## src/rtl/ram_test_sequencer.sv

```systemverilog
// rtl/ram_test_sequencer.sv - bus master that fills an address range with a pattern and verifies it
// Each access is SETUP, two-cycle STRB, HOLD; every output is a flop loaded from next-state logic.
module ram_test_sequencer (
  input  logic       bclk,
  input  logic       bnRST,
  input  logic       start,
  input  logic [1:0] mode,
  input  logic [7:0] first_addr,
  input  logic [7:0] last_addr,
  input  logic [7:0] seed,
  output logic [7:0] ABus,
  output logic [7:0] out244,
  output logic       bnRD,
  output logic       bnWR,
  input  logic [7:0] DBus,
  output logic       busy,
  output logic       done,
  output logic       pass,
  output logic [7:0] err_cnt,
  output logic [7:0] err_addr,
  output logic [7:0] rd_data
);

  localparam logic [2:0] S_IDLE    = 3'd0;
  localparam logic [2:0] S_W_SETUP = 3'd1;
  localparam logic [2:0] S_W_STRB  = 3'd2;
  localparam logic [2:0] S_W_HOLD  = 3'd3;
  localparam logic [2:0] S_R_SETUP = 3'd4;
  localparam logic [2:0] S_R_STRB  = 3'd5;
  localparam logic [2:0] S_R_HOLD  = 3'd6;
  localparam logic [2:0] S_FINISH  = 3'd7;

  logic [2:0] state_q, state_d;
  logic       strb_cnt_q, strb_cnt_d;
  logic [1:0] mode_q, mode_d;
  logic [7:0] first_q, first_d;
  logic [7:0] last_q, last_d;
  logic [7:0] seed_q, seed_d;
  logic [7:0] addr_q, addr_d;
  logic [7:0] out244_q, out244_d;
  logic       bnrd_q, bnrd_d;
  logic       bnwr_q, bnwr_d;
  logic       busy_q, busy_d;
  logic       done_q, done_d;
  logic       pass_q, pass_d;
  logic [7:0] err_cnt_q, err_cnt_d;
  logic [7:0] err_addr_q, err_addr_d;
  logic [7:0] rd_data_q, rd_data_d;

  logic [7:0] addr_inc;
  logic       range_end;
  logic       fill_only;

  assign addr_inc  = addr_q + 8'd1;
  assign range_end = (addr_q == last_q);
  assign fill_only = (mode_q == 2'd0);

  always_comb begin
    state_d    = state_q;
    strb_cnt_d = strb_cnt_q;
    mode_d     = mode_q;
    first_d    = first_q;
    last_d     = last_q;
    seed_d     = seed_q;
    addr_d     = addr_q;
    out244_d   = out244_q;
    pass_d     = pass_q;
    err_cnt_d  = err_cnt_q;
    err_addr_d = err_addr_q;
    rd_data_d  = rd_data_q;

    case (state_q)
      S_IDLE: begin
        if (start) begin
          mode_d     = mode;
          first_d    = first_addr;
          last_d     = last_addr;
          seed_d     = seed;
          addr_d     = first_addr;
          strb_cnt_d = 1'b0;
          err_cnt_d  = 8'h00;
          err_addr_d = 8'h00;
          pass_d     = 1'b0;
          rd_data_d  = 8'h00;
          if (mode == 2'd1) begin
            state_d = S_R_SETUP;
          end else begin
            state_d  = S_W_SETUP;
            out244_d = first_addr ^ seed;
          end
        end
      end
      S_W_SETUP: begin
        state_d    = S_W_STRB;
        strb_cnt_d = 1'b0;
      end
      S_W_STRB: begin
        if (!strb_cnt_q) begin
          strb_cnt_d = 1'b1;
        end else begin
          strb_cnt_d = 1'b0;
          state_d    = S_W_HOLD;
        end
      end
      S_W_HOLD: begin
        if (range_end) begin
          if (fill_only) begin
            state_d = S_FINISH;
          end else begin
            state_d = S_R_SETUP;
            addr_d  = first_q;
          end
        end else begin
          state_d  = S_W_SETUP;
          addr_d   = addr_inc;
          out244_d = addr_inc ^ seed_q;
        end
      end
      S_R_SETUP: begin
        state_d    = S_R_STRB;
        strb_cnt_d = 1'b0;
      end
      S_R_STRB: begin
        if (!strb_cnt_q) begin
          strb_cnt_d = 1'b1;
        end else begin
          // RAM q has been stable for a full cycle here
          strb_cnt_d = 1'b0;
          state_d    = S_R_HOLD;
          rd_data_d  = DBus;
          if (DBus != (addr_q ^ seed_q)) begin
            if (err_cnt_q != 8'hFF) err_cnt_d = err_cnt_q + 8'd1;
            if (err_cnt_q == 8'h00) err_addr_d = addr_q;
          end
        end
      end
      S_R_HOLD: begin
        if (range_end) begin
          state_d = S_FINISH;
        end else begin
          state_d = S_R_SETUP;
          addr_d  = addr_inc;
        end
      end
      S_FINISH: begin
        state_d = S_IDLE;
      end
      default: begin
        state_d = S_IDLE;
      end
    endcase

    // Strobes and status are decoded from the next state so they leave a flop
    bnwr_d = (state_d != S_W_STRB);
    bnrd_d = (state_d != S_R_STRB);
    busy_d = (state_d != S_IDLE);
    done_d = (state_d == S_FINISH);
    if (state_d == S_FINISH) pass_d = fill_only || (err_cnt_d == 8'h00);
  end

  always_ff @(posedge bclk or negedge bnRST) begin
    if (!bnRST) begin
      state_q    <= S_IDLE;
      strb_cnt_q <= 1'b0;
      mode_q     <= 2'd0;
      first_q    <= 8'h00;
      last_q     <= 8'h00;
      seed_q     <= 8'h00;
      addr_q     <= 8'h00;
      out244_q   <= 8'h00;
      bnrd_q     <= 1'b1;
      bnwr_q     <= 1'b1;
      busy_q     <= 1'b0;
      done_q     <= 1'b0;
      pass_q     <= 1'b0;
      err_cnt_q  <= 8'h00;
      err_addr_q <= 8'h00;
      rd_data_q  <= 8'h00;
    end else begin
      state_q    <= state_d;
      strb_cnt_q <= strb_cnt_d;
      mode_q     <= mode_d;
      first_q    <= first_d;
      last_q     <= last_d;
      seed_q     <= seed_d;
      addr_q     <= addr_d;
      out244_q   <= out244_d;
      bnrd_q     <= bnrd_d;
      bnwr_q     <= bnwr_d;
      busy_q     <= busy_d;
      done_q     <= done_d;
      pass_q     <= pass_d;
      err_cnt_q  <= err_cnt_d;
      err_addr_q <= err_addr_d;
      rd_data_q  <= rd_data_d;
    end
  end

  assign ABus     = addr_q;
  assign out244   = out244_q;
  assign bnRD     = bnrd_q;
  assign bnWR     = bnwr_q;
  assign busy     = busy_q;
  assign done     = done_q;
  assign pass     = pass_q;
  assign err_cnt  = err_cnt_q;
  assign err_addr = err_addr_q;
  assign rd_data  = rd_data_q;

endmodule
```

## config.mk

```make
export PLATFORM = sky130hd
export DESIGN_NAME = ram_test_sequencer
export DESIGN_NICKNAME = d
export VERILOG_FILES = /design/src/rtl/ram_test_sequencer.sv
export SDC_FILE = /design/constraint.sdc
export NUM_CORES = 1
export LEC_CHECK = 0
export CORE_ASPECT_RATIO = 1.2
export CORE_MARGIN = 5
export CORE_UTILIZATION = 47
export CTS_BUF_LIST = sky130_fd_sc_hd__clkbuf_16
export DETAILED_ROUTE_END_ITERATION = 6
export GPL_TIMING_DRIVEN = 0
export PLACE_DENSITY_LB_ADDON = 0.1
export REMOVE_ABC_BUFFERS = 1
export SYNTH_ARGS = -nofsm -noshare
export SYNTH_HDL_FRONTEND = slang
export SYNTH_SLANG_ARGS = --single-unit
```

## constraint.sdc

```tcl
create_clock -name bclk -period 5.2 [get_ports bclk]
set_input_delay 1.04 -clock bclk [delete_from_list [all_inputs] [get_ports bclk]]
set_output_delay 1.04 -clock bclk [all_outputs]
set_load 0.02 [all_outputs]
```

==> impl_metrics.env <==
export IMPL_status="complete, no violations"
export IMPL_ys_flop_type="dfrtp_1"
export IMPL_max_cap_violations=0
export IMPL_fin_crit_sh_pct=68.5
export IMPL_clk_path_buf_depth=2
export IMPL_cpMaxStageDelayCell="a21oi_1"
export IMPL_fin_skew_ns=0.00442
export IMPL_synth_area_top_cells="dfrtp_1 (43%), nand2_1 (11%), xnor2_1 (5.0%)"
export IMPL_synth_distinct_cells=58
export IMPL_cts_tree="yes"
export IMPL_route_antenna_remaining_nets=0
export IMPL_fp_dieH_um=114
export IMPL_p_leak_nw=2.38
export IMPL_critPathKind="input port to flip-flop"
export IMPL_placedCellCount=655
export IMPL_required_ns=5.43
export IMPL_wl_per_cell_um=16.2
export IMPL_synth_seq_cells=75
export IMPL_clock_sinks=75
export IMPL_setup_viol=0
export IMPL_total_power_mw=3.19
export IMPL_syn2layout_area_growth_pct=27.1
export IMPL_yosys_cell_count_top_type="nand2_1"
export IMPL_worstSetupStartpointType="input port"
export IMPL_setup_tns_ns=0
export IMPL_cts_buffers=9
export IMPL_hold_viol=0
export IMPL_routed_via_count=3590
export IMPL_core_sq_um=8940
export IMPL_clk_latency_ns=0.33
export IMPL_netlist_area_leader_share_pct=43.0
export IMPL_cts_root_buf="clkbuf_16"
export IMPL_synth_area_leader_cell="dfrtp_1"
export IMPL_period_needed_ns=3.56
export IMPL_slew_violations=0
export IMPL_avgSynthCellArea_sq_um=8.84
export IMPL_hold_ws_ns=0.476
export IMPL_clk_pin_slew_ns=0.06
export IMPL_dp_hpwl_um=7740
export IMPL_antenna_cells=0
export IMPL_final_area_sq_um=5390
export IMPL_final_nets=586
export IMPL_drcViolationCount=0
export IMPL_cp_arrival_ns=3.80
export IMPL_p_per_area_nw_per_um2=592
export IMPL_hold_class="flip-flop to flip-flop"
export IMPL_grt_pass1_vias=3607
export IMPL_crit_family="compound AO/OA/AOI/OAI gates"
export IMPL_holdBufCountCts=0
export IMPL_slew_headroom_pct=23.5
export IMPL_cpPeakStageDelay_ns=1.10
export IMPL_max_freq_mhz=281
export IMPL_synth_enable_flop_cells=0
export IMPL_num_rows=38
export IMPL_synth_cells=480
export IMPL_cp_max_fo=30
export IMPL_die_area_sq_um=11000
export IMPL_ios=82
export IMPL_vias_per_cell=5.35
export IMPL_gr_usage_all_layers_pct=20.2
export IMPL_placed_cell_area_sq_um=5100
export IMPL_die_width_um=96.7
export IMPL_htreeDepth=3
export IMPL_finish_utilization_pct=60.3
export IMPL_grt_overflow=0
export IMPL_grt_pass1_wl_um=18100
export IMPL_yosysWarnings=0
export IMPL_ctsResizeCount=0
export IMPL_antenna_found_initial=0
export IMPL_io_buffers=81
export IMPL_cp_end_kind="flip-flop"
export IMPL_worstMarginPinSlew_ns=1.15
export IMPL_place_ws_ns=1.25
export IMPL_start_util_pct=47.5
export IMPL_setup_slack_ns=1.64
export IMPL_grt_max_degree=64
export IMPL_vdd_ir_drop_max_uv=263
export IMPL_ys_top_cells_by_count="nand2_1 (127), dfrtp_1 (73), o21ai_0 (35), nor2_1 (28), xnor2_1 (24)"
export IMPL_layout_drive_gt1_share_pct=7.99
export IMPL_drtIter0Drc=193
export IMPL_seq_area_sq_um=1880
export IMPL_dr_pass1_iters=4
export IMPL_crit_buf_inv=1
export IMPL_syn_cell_area_sq_um=4240
export IMPL_crit_chain="clkdlybuf4s50_1, nor2b_1, nand2_1, a21oi_1, nand3_1, o21ai_0"
export IMPL_multi_input_area_sq_um=2140
export IMPL_rsz0062_at_grt="no"
export IMPL_ys_seq_area_share_pct=44.3
export IMPL_fillers=824
export IMPL_drt_wl_total_um=10800
export IMPL_place_congestion=0.841
export IMPL_fin_cells=671
export IMPL_async_flop_share_pct=100
export IMPL_postCtsSetupBuffers=0
logic make-up (layout without fill, tap and decap cells):
group / count (synthesis) / after routing / synth area share (%)
and+or+nand+nor: 221 / 221 / 23.6
AOI/OAI and AO/OA: 90 / 90 / 13.8
DFF: 75 / 75 / 44.3
buffers and inverters: 47 / 118 / 5.31
xor gates and xnor gates: 38 / 38 / 10.6
muxes: 6 / 6 / 1.50
adders and majority gates: 3 / 3 / 0.885
area by class of cell:
class | instances | share of cell area, %
sequential | 75 | 34.8
multi-input combinational | 358 | 39.8
clock inverter | 7 | 1.28
clock buffer | 9 | 4.18
tap | 120 | 2.78
inverter | 18 | 1.25
timing repair buffer | 84 | 15.9
power breakdown:
part           total, mW  internal (mW)  switching (mW)
logic               1.49          0.706           0.779
clock network      0.615          0.370           0.245
registers           1.09          0.807           0.285
total               3.19           1.88            1.31
cell usage in the layout, fill, tap and decap left out, types with 2 or more instances in the layout:
master / Yosys / routed
a211oi_1: 2 / 2
a21o_1: 2 / 2
a21oi_1: 19 / 19
a221oi_1: 4 / 4
a222oi_1: 2 / 2
a22oi_1: 2 / 2
a31oi_1: 3 / 3
and3_1: 5 / 5
buf_6: 4 / 2
clkbuf_16: 0 / 9
clkdlybuf4s50_1: 0 / 80
clkinvlp_4: 0 / 3
dfrtp_1: 73 / 73
dfstp_2: 2 / 2
ha_1: 3 / 3
inv_1: 18 / 19
mux2_2: 3 / 3
mux2i_1: 3 / 3
nand2_1: 127 / 127
nand2b_1: 4 / 4
nand3_1: 22 / 22
nand4_1: 4 / 4
nand4_4: 2 / 2
nor2_1: 28 / 28
nor2b_1: 3 / 3
nor3_1: 7 / 6
nor3b_1: 2 / 2
nor4_1: 3 / 3
o211a_1: 2 / 2
o211ai_1: 2 / 2
o21ai_0: 35 / 35
o22ai_1: 4 / 4
o31ai_1: 2 / 2
or2_2: 7 / 7
xnor2_1: 24 / 24
xnor3_1: 2 / 2
xnor3_2: 6 / 6
xor2_1: 6 / 6
routing by layer:
layer | track usage (%) | wire length (um)
met1 | 26.0 | 4760
met2 | 33.5 | 5330
met3 | 3.96 | 444
met4 | 8.80 | 308
met5 | 0 | 0
sequential cells by signal, summed over array words and instances (netlist names), 2 cells and up:
| name | flops |
|---|---|
| first_q | 8 |
| err_cnt | 8 |
| seed_q | 8 |
| mode_q | 2 |
| err_addr | 8 |
| rd_data | 8 |
| out244 | 8 |
| state_q | 3 |
| ABus | 8 |
| last_q | 8 |
path summary, 6_finish.rpt:
path	startpoint	end	slack (ns)	cells after the start
setup / recovery	start	err_addr[1]	1.64	6
hold / removal	out244[1]	out244[1]	0.48	2
min in group asynchronous	bnRST	err_addr[3]	0.56	1
max in group asynchronous	bnRST	bnRD	4.02	2
setup reg to reg	state_q[0]	pass	2.00	6
hold reg to reg	out244[1]	out244[1]	0.48	2
worst min-delay path: stages, from the launching register on:
cell     delay (ns)
dfrtp_1        0.34
nand2_1        0.04
o21ai_0        0.06
No activity file was read; power rests on OpenSTA's default activity.
